[config.mk]
export PLATFORM = sky130hd
export DESIGN_NAME = dbg_frame_latch
export DESIGN_NICKNAME = d
export VERILOG_FILES = /design/src/rtl/dbg_frame_latch.sv
export SDC_FILE = /design/constraint.sdc
export NUM_CORES = 1
export LEC_CHECK = 0
export BUFFER_PORTS_ARGS = -buffer_cell sky130_fd_sc_hd__buf_2
export CORE_MARGIN = 1.5
export CORE_UTILIZATION = 35
export CTS_CLUSTER_SIZE = 14
export DETAILED_ROUTE_END_ITERATION = 12
export PLACE_DENSITY = 0.59
export SETUP_SLACK_MARGIN = 0.02
export SYNTH_ARGS = -nofsm -noshare
export SYNTH_HDL_FRONTEND = slang
export SYNTH_SLANG_ARGS = --single-unit
[constraint.sdc]
create_clock -name sys_clk -period 2.1 [get_ports sys_clk]
set_clock_uncertainty 0.05 [all_clocks]
set_input_delay 0.21 -clock sys_clk [delete_from_list [all_inputs] [get_ports sys_clk]]
set_output_delay 0.21 -clock sys_clk [all_outputs]
set_load 0.005 [all_outputs]
[src/rtl/dbg_frame_latch.sv]
// Debug frame latch: samples SEQ_NUM debug values once per VGA frame and publishes them atomically.
// Optional `DBG_FRAME_CNT_EN adds a 16-bit frame_cnt output counting commits.
module dbg_frame_latch #(
   parameter int unsigned SEQ_LEN      = 16,
   parameter int unsigned SEQ_NUM      = 16,
   parameter int unsigned SCREEN_WIDTH = 10,
   parameter int unsigned V_TRIG       = 480
) (
   input  logic                    sys_clk,
   input  logic                    sys_rst_n,
   input  logic                    p_tick,
   input  logic [9:0]              x,
   input  logic [9:0]              y,
   input  logic                    freeze,
   input  logic [SCREEN_WIDTH-1:0] char_x_in,
   input  logic [SCREEN_WIDTH-1:0] char_y_in,
   output logic [3:0]              src_sel,
   input  logic [SEQ_LEN-1:0]      src_data,
   input  logic [3:0]              rd_idx,
   output logic [SEQ_LEN-1:0]      rd_data,
   output logic [SCREEN_WIDTH-1:0] char_x,
   output logic [SCREEN_WIDTH-1:0] char_y,
   output logic                    busy,
   output logic                    snap_valid,
   output logic                    commit
`ifdef DBG_FRAME_CNT_EN
   ,
   output logic [15:0]             frame_cnt
`endif
);

   typedef enum logic [1:0] {IDLE, CAPTURE, COMMIT} state_t;

   localparam logic [3:0] LAST_SEL = 4'(SEQ_NUM - 1);
   localparam logic [4:0] NUM5     = 5'(SEQ_NUM);

   state_t                    state;
   logic [SEQ_LEN-1:0]        shadow [SEQ_NUM];
   logic [SEQ_LEN-1:0]        bank   [SEQ_NUM];
   logic [SCREEN_WIDTH-1:0]   shadow_x;
   logic [SCREEN_WIDTH-1:0]   shadow_y;
   logic                      trig;
   logic                      rd_ok;

   always_comb begin
      trig  = p_tick && (x == '0) && (y == 10'(V_TRIG));
      rd_ok = ({1'b0, rd_idx} < NUM5);
   end

   always_ff @(posedge sys_clk or negedge sys_rst_n) begin
      if (!sys_rst_n) begin
         state      <= IDLE;
         src_sel    <= '0;
         busy       <= 1'b0;
         commit     <= 1'b0;
         snap_valid <= 1'b0;
         shadow_x   <= '0;
         shadow_y   <= '0;
         char_x     <= '0;
         char_y     <= '0;
         rd_data    <= '0;
         for (int unsigned i = 0; i < SEQ_NUM; i++) begin
            shadow[i] <= '0;
            bank[i]   <= '0;
         end
`ifdef DBG_FRAME_CNT_EN
         frame_cnt  <= '0;
`endif
      end else begin
         commit <= 1'b0;
         case (state)
            IDLE: begin
               if (trig && !freeze) begin
                  state    <= CAPTURE;
                  busy     <= 1'b1;
                  src_sel  <= '0;
                  shadow_x <= char_x_in;
                  shadow_y <= char_y_in;
               end
            end
            CAPTURE: begin
               shadow[src_sel] <= src_data;
               if (src_sel == LAST_SEL) begin
                  state   <= COMMIT;
                  busy    <= 1'b0;
                  commit  <= 1'b1;
                  src_sel <= '0;
               end else begin
                  src_sel <= src_sel + 4'd1;
               end
            end
            COMMIT: begin
               state      <= IDLE;
               snap_valid <= 1'b1;
               char_x     <= shadow_x;
               char_y     <= shadow_y;
               for (int unsigned i = 0; i < SEQ_NUM; i++) begin
                  bank[i] <= shadow[i];
               end
`ifdef DBG_FRAME_CNT_EN
               frame_cnt  <= frame_cnt + 16'd1;
`endif
            end
            default: state <= IDLE;
         endcase

         // A read issued on the commit edge bypasses to the shadow so it returns the new frame.
         if (!rd_ok) begin
            rd_data <= '0;
         end else if (state == COMMIT) begin
            rd_data <= shadow[rd_idx];
         end else begin
            rd_data <= bank[rd_idx];
         end
      end
   end

endmodule

# Yosys cells after proc, flatten, opt, wreduce, memory -nomap -nowiden
# Index checks and enable logic that the tools add are counted.
# totals
register_bits	577
latchBits	0
mem_bits_rw	0
mem_bits_ro	0
in_bits	64
output_inout_bits	43
mem_count	0
# op_classes
n_addsub	1
mul	0
div_mod_pow	0
n_lt_le_gt_ge	3
eq_ne	6
n_shift	0
muxes	21
bitwise	2
reduce_logical	12
# op_table
op	n
bitwise mux 256 bit	1
binary-select mux 16 bit (select 4 bit)	2
2-to-1 mux 16 bit	6
demux 16 bit (select 4 bit)	1
== test 10 x 9 -> 1 bit (second input constant)	1
greater-or-equal comparator 5 bit (second input constant)	2
logical NOT 10 bit	1
inverter 4 -> 5 bit	2
2-to-1 mux 4 bit	2
one-hot mux 4 bit (2 select lines)	1
AND reduction 2 bit	3
< comparator 5 x 1 -> 1 bit (second input constant)	1
adder 4 x 1 -> 4 bit (second input constant)	1
== test 4 bit (second input constant)	1
logical AND 1 bit	4
2-to-1 mux 1 bit	4
2-to-1 mux 2 bit	2
!= test 2 bit (second input constant)	2
one-hot mux 2 bit (2 select lines)	1
AND reduction 3 bit	1
== test 2 x 1 -> 1 bit (second input constant)	1
== test 2 bit (second input constant)	1
logical NOT 2 bit	1
one-hot mux 1 bit (2 select lines)	1
other kinds (2)	2

# Logic depth before layout (Yosys ltp)
# Gate-level depths: netlist of the first run.
# depth
word_depth	6
mapped_depth	8
ltp_nobuf	5

# Worst setup path before layout of the first run
# No wires, ideal clock.
# synth_path
path_type	register -> register
from	register src_sel[0]
to	register shadow[10] (netlist name)
setup_time_ns	0.125
arrival_ns	1.865
required_ns	1.925
setup_slack_ns	0.061
stages_incl_launch_ff	7
path_buffers	2
synth_period_minus_slack_ns	2.039
path_cell_list	dfrtp_1 -> ha_1 -> clkbuf_1 -> nand3_1 -> nor2_2 -> buf_2 -> mux2_2
# synth_between
elab_chain_cells	6
# synth_lines
element	line	text
start: declaration	17	output logic [3:0] src_sel,
start signal: assignment	89	src_sel <= src_sel + 4'd1;
inverter 4 -> 5 bit (not written as such) *	82	shadow[src_sel] <= src_data;
greater-or-equal comparator 5 bit (not written as such) or < comparator 5 x 1 -> 1 bit (tied branches)	82	
logical AND 1 bit (not written as such)	82	
2-to-1 mux 16 bit (not written as such)	82	
demux 16 bit (select 4 bit) *	82	
bitwise mux 256 bit *	82	
end signal: indexed assignment	82	
end: declaration	38	logic [SEQ_LEN-1:0] shadow [SEQ_NUM];
# Mark *: on every way between the ends. The rest lies on a longest branch, timed or not.
# A chain may end at the register's enable or synchronous reset.

# Worst setup path in the final report of the first run
# layout_path
from	register state[1]
to	register shadow_y[5]
# layout_between
elab_chain_cells	2
# layout_lines
element	line	text
start: declaration	37	state_t state;
start signal: assignment	52	state <= IDLE;
start signal: assignment	74	state <= CAPTURE;
start signal: assignment	84	state <= COMMIT;
logical NOT 2 bit	71	case (state)
AND reduction 2 bit (no source line)	-	
end signal: assignment	78	shadow_y <= char_y_in;
end: declaration	41	logic [SCREEN_WIDTH-1:0] shadow_y;
# No other way between the ends.

==> impl_metrics.env, run 1 <==
export IMPL_status="finished clean"
export IMPL_crit_path_start_kind="register"
export IMPL_cts_sinks=577
export IMPL_path_delay_family="simple AND/OR/NAND/NOR gates"
export IMPL_synth_cells=2391
export IMPL_final_max_slew_viol_count=0
export IMPL_clock_root_buffer="clkbuf_16"
export IMPL_fp_dieH_um=275
export IMPL_yosysTopAreaCellShare_pct=55.6
export IMPL_avgSynthCellArea_um2=10.9
export IMPL_ant_nets=0
export IMPL_syn_num_nets=2459
export IMPL_post_place_ws_ns=-0.105
export IMPL_hold_violations=0
export IMPL_grt_max_degree=98
export IMPL_path_max_fanout=14
export IMPL_tightestPinTransition_ns=0.695
export IMPL_area_delta_synth_final_pct=17.2
export IMPL_ys_warn_count=0
export IMPL_antenna_found_initial=7
export IMPL_path_cells="nor4_2 -> nand4_1 -> nor2_2 -> buf_6 -> mux2_2"
export IMPL_crit_slowest_cell="dfrtp_1"
export IMPL_post_route_drc_count=0
export IMPL_end_kind="register"
export IMPL_dieArea_um2=75900
export IMPL_cts_tree="built"
export IMPL_core_area_um2=73200
export IMPL_grt_pass1_wl_um=107000
export IMPL_yosysTopAreaCell="dfrtp_1"
export IMPL_track_usage_pct=18.0
export IMPL_fin_ws_ns=0.0624
export IMPL_multi_input_area_um2=10900
export IMPL_powerDensity_nw_per_um2=783
export IMPL_overflow=0
export IMPL_cellLeakagePower_uw=0.0155
export IMPL_power_uw=23800
export IMPL_first_iter_violations=992
export IMPL_post_route_util_pct=41.6
export IMPL_finalNetCount=2579
export IMPL_cts_buffer_depth=3
export IMPL_hold_path_class="input pin to register"
export IMPL_crit_buf_inv=1
export IMPL_worstPathArrival_ns=2.47
export IMPL_h_tree_depth=2
export IMPL_io_pins=107
export IMPL_peakVddDrop_mv=0.723
export IMPL_yosysSeqAreaShare_pct=55.6
export IMPL_worst_path_largest_cell_delay_ns=0.46
export IMPL_hpwl_um=42300
export IMPL_max_clock_freq_mhz=491
export IMPL_path_class="register to register"
export IMPL_max_slew_margin_pct=53.6
export IMPL_rsz0062_at_grt="yes"
export IMPL_regArea_um2=14400
export IMPL_ys_top_cells_by_area="dfrtp_1 56%, nand2_1 12%, mux2i_1 9.9%, mux2_2 7.2%, a22oi_1 3.2%"
export IMPL_synth_cell_types=36
export IMPL_initial_core_util_pct=35.5
export IMPL_cts_clk_slew_worst_paths_ns=0.06
export IMPL_dieWidth_um=275
export IMPL_drive_gt1_share_pct=20.2
export IMPL_yosys_register_bits=577
export IMPL_first_pass_iters=8
export IMPL_gp_congestion=0.789
export IMPL_min_period_ns=2.04
export IMPL_rows=99
export IMPL_io_buffers=106
export IMPL_cts_buffers=57
export IMPL_clock_latency_ns=0.61
export IMPL_avgRoutedWirePerCell_um=19.2
export IMPL_worstPathRequired_ns=2.53
export IMPL_final_period_utilization_pct=97.0
export IMPL_syn_area_um2=26000
export IMPL_via_per_inst=5.10
export IMPL_num_vias=17941
export IMPL_wirelength_um=67400
export IMPL_maxCapViolCount=0
export IMPL_grt_pass1_vias=18579
export IMPL_fill_cells=6878
export IMPL_setup_violations=0
[placed cells by master (no fill, tap or decap), types with 4 or more instances in the layout]
master	n
dlygate4sd3_1	28
o21ai_0	5
ha_1	4
dfrtp_1	577
clkbuf_16	57
clkinv_2	12
mux2_4	40
nand4_1	20
mux2_2	165
a22oi_1	112
clkbuf_1	12
mux2_1	71
clkbuf_8	13
buf_4	55
nand2_4	4
buf_12	35
and3_1	16
nand2_2	4
buf_2	104
nand3_1	36
a31oi_1	17
nand2_1	854
a21oi_1	16
nor2_1	4
mux2i_1	256
bufinv_16	8
[path summary, 6_finish.rpt]
check	from	end	slack, ns	cells past startpoint
min	src_data[6]	shadow[118]	0.03	2
min in group asynchronous	sys_rst_n	bank[71]	0.14	2
max	state[1]	shadow_y[5]	0.06	5
max in group asynchronous	sys_rst_n	char_x[7]	0.89	3
max reg2reg	state[1]	shadow_y[5]	0.06	5
min reg2reg	shadow_x[1]	char_x[1]	0.42	2
[sequential cells by signal, indices dropped and copies added (netlist names), 2 cells and up]
| name | flops |
|---|---|
| shadow_y | 10 |
| src_sel | 4 |
| shadow | 256 |
| char_y | 10 |
| shadow_x | 10 |
| bank | 256 |
| rd_data | 16 |
| char_x | 10 |
| state | 2 |
[worst reg2reg max path, stage by stage, from the launching register on]
cell and delay (ns):
dfrtp_1 0.46, nor4_2 0.42, nand4_1 0.22, nor2_2 0.19, buf_6 0.20, mux2_2 0.37
[final cells by class]
| type | instances | share of cell area, % |
|---|---|---|
| antenna | 1 | 0.00822 |
| clock buffer | 82 | 5.42 |
| clock inverter | 23 | 1.07 |
| inverter | 2 | 0.0247 |
| multi-input combinational | 1648 | 35.7 |
| sequential | 577 | 47.4 |
| tap | 959 | 3.94 |
| timing repair buffer | 225 | 6.43 |
[synth_stat cells, drive strengths merged]
cell type / instances
nand2: 862
dfrtp: 577
mux2: 276
mux2i: 256
a22oi: 112
clkbuf: 90
buf: 74
nand3: 36
nand4: 20
a31oi: 17
a21oi: 16
and3: 16
nor2: 9
o21ai: 5
ha: 4
nor2b: 4
nor4: 4
nand2b: 3
inv: 2
a21o: 1
and2: 1
and4b: 1
nor3: 1
nor3b: 1
nor4bb: 1
o211ai: 1
o31ai: 1
[logic make-up (layout without fill, tap and decap cells)]
kind of cell / after synthesis / in the layout / share of synthesized area (%)
compound gates: 153 / 153 / 4.14
other cells: 0 / 1 / 0
mux: 532 / 532 / 22.4
fa+ha+maj: 4 / 4 / 0.193
simple gates: 959 / 959 / 14.8
buf+inv: 166 / 332 / 2.86
flops: 577 / 577 / 55.6
[routing by layer]
layer / track usage [%] / share of wire, % / up-vias
met5: 0 / 0.080 / -
met4: 5.61 / 2.9 / 10
met3: 2.94 / 4.4 / 118
met2: 30.7 / 49 / 368
met1: 23.4 / 44 / 9107
li1: - / - / 8338
[report_power, final]
| part | total [µW] | leakage (µW) | internal, µW | switching (µW) |
|---|---|---|---|---|
| Combinational | 1500 | 0.00704 | 662 | 835 |
| Clock | 10700 | 0.000979 | 6420 | 4320 |
| Sequential | 11600 | 0.00746 | 11400 | 216 |
[what timing repair did]
item / 4_1_cts / 5_1_grt
gates resized for setup: 1 / 2
pin swaps: 1 / 0
setup buffers: 1 / 0
hold buffers: 28 / 0
hold endpoints to repair: 316 / 0
endpoints found under the setup margin: 20 / 13
[per-stage QoR]
stage | hold slack [ns] | instance area (µm²) | TNS, ns | instances
floorplan | -0.136 | 26000 | 0 | 2391
global route | 0.0347 | 30400 | -0.0410 | 3517
CTS | 0.00106 | 30400 | 0 | 3516
finish | 0.0292 | 30400 | 0 | 3517
detailed placement | 0.165 | 28100 | -1.08 | 3382
global placement | 0.163 | 28100 | -0.374 | 3382
(Power assumes the default switching activity.)
==> run 2, diff against run 1 <==
--- a/config.mk
+++ b/config.mk
@@ -6,11 +6,11 @@
 export NUM_CORES = 1
 export LEC_CHECK = 0
 export BUFFER_PORTS_ARGS = -buffer_cell sky130_fd_sc_hd__buf_2
+export CORE_ASPECT_RATIO = 0.9
 export CORE_MARGIN = 1.5
 export CORE_UTILIZATION = 35
 export CTS_CLUSTER_SIZE = 14
 export DETAILED_ROUTE_END_ITERATION = 12
-export PLACE_DENSITY = 0.59
 export SETUP_SLACK_MARGIN = 0.02
 export SYNTH_ARGS = -nofsm -noshare
 export SYNTH_HDL_FRONTEND = slang
==> run 2 against run 1 <==
The run now ends with setup timing left. Final cell count up 0.45%. Power up 1.5%. Critical path depth up 3. Register-to-register slack better by 0.03 ns. Routed wire length up 0.66%. Critical path type is now input pin to register.
==> impl_metrics.env, run 2 (synthesis results as in run 1) <==
export IMPL_num_vias=18211
export IMPL_fin_ws_ns=-0.0140
export IMPL_clock_root_buffer="clkbuf_16"
export IMPL_met2_usage_pct=29.3
export IMPL_top_usage_layer="met2"
export IMPL_final_max_slew_viol_count=0
export IMPL_clock_latency_ns=0.65
export IMPL_top_regs="bank x256, shadow x256, rd_data x16"
export IMPL_overflow=0
export IMPL_rsz0062_at_grt="yes"
export IMPL_first_pass_iters=7
export IMPL_tns_ns=-0.0691
export IMPL_cts_buffers=59
export IMPL_status="finished, violations left"
export IMPL_path_max_fanout=10
export IMPL_hold_violations=0
export IMPL_peakVddDrop_mv=0.611
export IMPL_h_tree_depth=2
export IMPL_dieWidth_um=290
export IMPL_area_delta_synth_final_pct=18.3
export IMPL_via_per_inst=5.15
export IMPL_max_clock_freq_mhz=473
export IMPL_dieArea_um2=75900
export IMPL_cts_buffer_depth=3
export IMPL_gp_congestion=0.782
export IMPL_final_common_cell="nand2_1"
export IMPL_min_period_ns=2.11
export IMPL_setup_violations=8
export IMPL_tightestPinTransition_ns=0.829
export IMPL_diodes=0
export IMPL_cts_clk_slew_worst_paths_ns=0.06
export IMPL_post_route_util_pct=41.9
export IMPL_final_period_utilization_pct=101
export IMPL_antenna_found_initial=4
export IMPL_avgRoutedWirePerCell_um=19.2
export IMPL_grt_pass1_wl_um=107000
export IMPL_worstPathRequired_ns=2.56
export IMPL_end_kind="register"
export IMPL_ant_nets=0
export IMPL_violations="setup timing"
export IMPL_cts_tree="built"
export IMPL_gr_usage_met3_pct=2.88
export IMPL_post_route_drc_count=0
export IMPL_maxCapViolCount=0
export IMPL_use_met1_pct=24.0
export IMPL_cts_sinks=577
export IMPL_wirelength_um=67800
export IMPL_initial_core_util_pct=35.4
export IMPL_track_usage_pct=17.9
export IMPL_grt_pass1_vias=18729
export IMPL_final_cell_mix="853 x nand2_1, 577 x dfrtp_1, 256 x mux2i_1"
export IMPL_grt_max_degree=180
export IMPL_hpwl_um=41200
export IMPL_io_buffers=106
export IMPL_max_slew_margin_pct=44.7
export IMPL_hold_path_class="input pin to register"
export IMPL_cellLeakagePower_uw=0.0156
export IMPL_path_class="input pin to register"
export IMPL_io_pins=107
export IMPL_first_iter_violations=1362
export IMPL_fp_dieH_um=261
export IMPL_powerDensity_nw_per_um2=788
export IMPL_drive_gt1_share_pct=20.5
export IMPL_crit_path_start_kind="input pin"
export IMPL_core_area_um2=73300
export IMPL_worstPathArrival_ns=2.58
export IMPL_finalNetCount=2590
export IMPL_rows=94
[run 2: cell types whose count changed in the layout (fill, tap and decap cells not counted), sizes merged, moves of 2 or more]
cell / before / now
buf: 197 / 199
bufinv: 8 / 6
clkbuf: 82 / 89
dlygate4sd3: 28 / 34
[run 2: per-stage QoR]
step	hold slack [ns]	total power [µW]	setup slack (ns)	std cells	cell area, µm²
2_1_floorplan	-0.136	12500	0.0605	2391	26000
3_3_place_gp	0.100	13300	-0.0745	3383	28200
3_5_place_dp	0.0970	13300	-0.0776	3383	28200
4_1_cts	0.000787	24500	0.0566	3529	30700
5_1_grt	0.0245	25100	-0.0608	3533	30700
6_report	0.0322	24200	-0.0140	3533	30700
[run 2: critical path, stage by stage]
cell           delay [ns]
dlygate4sd3_1        0.54
buf_2                0.13
nor4_1               0.23
dlygate4sd3_1        0.61
nand2_2              0.09
nor2_4               0.22
clkbuf_16            0.21
mux2_2               0.33
[run 2: power by group]
| part | switching, µW | internal (µW) | total (µW) | leakage [µW] |
|---|---|---|---|---|
| clock network | 4520 | 6510 | 11000 | 0.00102 |
| logic | 872 | 695 | 1570 | 0.00712 |
| registers | 210 | 11400 | 11600 | 0.00746 |
| total | 5610 | 18600 | 24200 | 0.0156 |
[run 2: path summary, 6_finish.rpt]
check / startpoint / to / slack (ns) / depth (start not counted)
worst max-delay path: x[9] / shadow_y[3] / -0.01 / 8
worst min-delay path: src_data[1] / shadow[241] / 0.03 / 2
worst max register to register: state[1] / shadow_y[3] / 0.09 / 5
worst min register to register: shadow_y[7] / char_y[7] / 0.41 / 2
max in group asynchronous: sys_rst_n / shadow[150] / 1.10 / 3
min in group asynchronous: sys_rst_n / bank[212] / 0.06 / 2
[run 2: per-layer routing]
layer | vias to the layer above | share of wire, %
met3 | 143 | 4.8
met4 | 6 | 3.3
met1 | 9267 | 45
li1 | 8353 | -
met5 | - | 0.050
met2 | 442 | 47
[run 2: timing repair]
action	4_1_cts	5_1_grt
pin swaps	2	2
gates cloned	0	1
endpoints found under the hold margin	555	2
resized for setup	2	3
hold buffers	32	3
buffers inserted	2	1
endpoints found under the setup margin	40	20
[run 2: layout make-up]
| type | instances | area [µm²] |
|---|---|---|
| clock buffers | 88 | 1750 |
| multi-input cells | 1648 | 10900 |
| clock inverters | 24 | 325 |
| well taps | 960 | 1200 |
| flip-flops and latches | 577 | 14400 |
| inverters | 2 | 7.51 |
| repair buffers | 234 | 2140 |
| fillers | 6819 | 42500 |
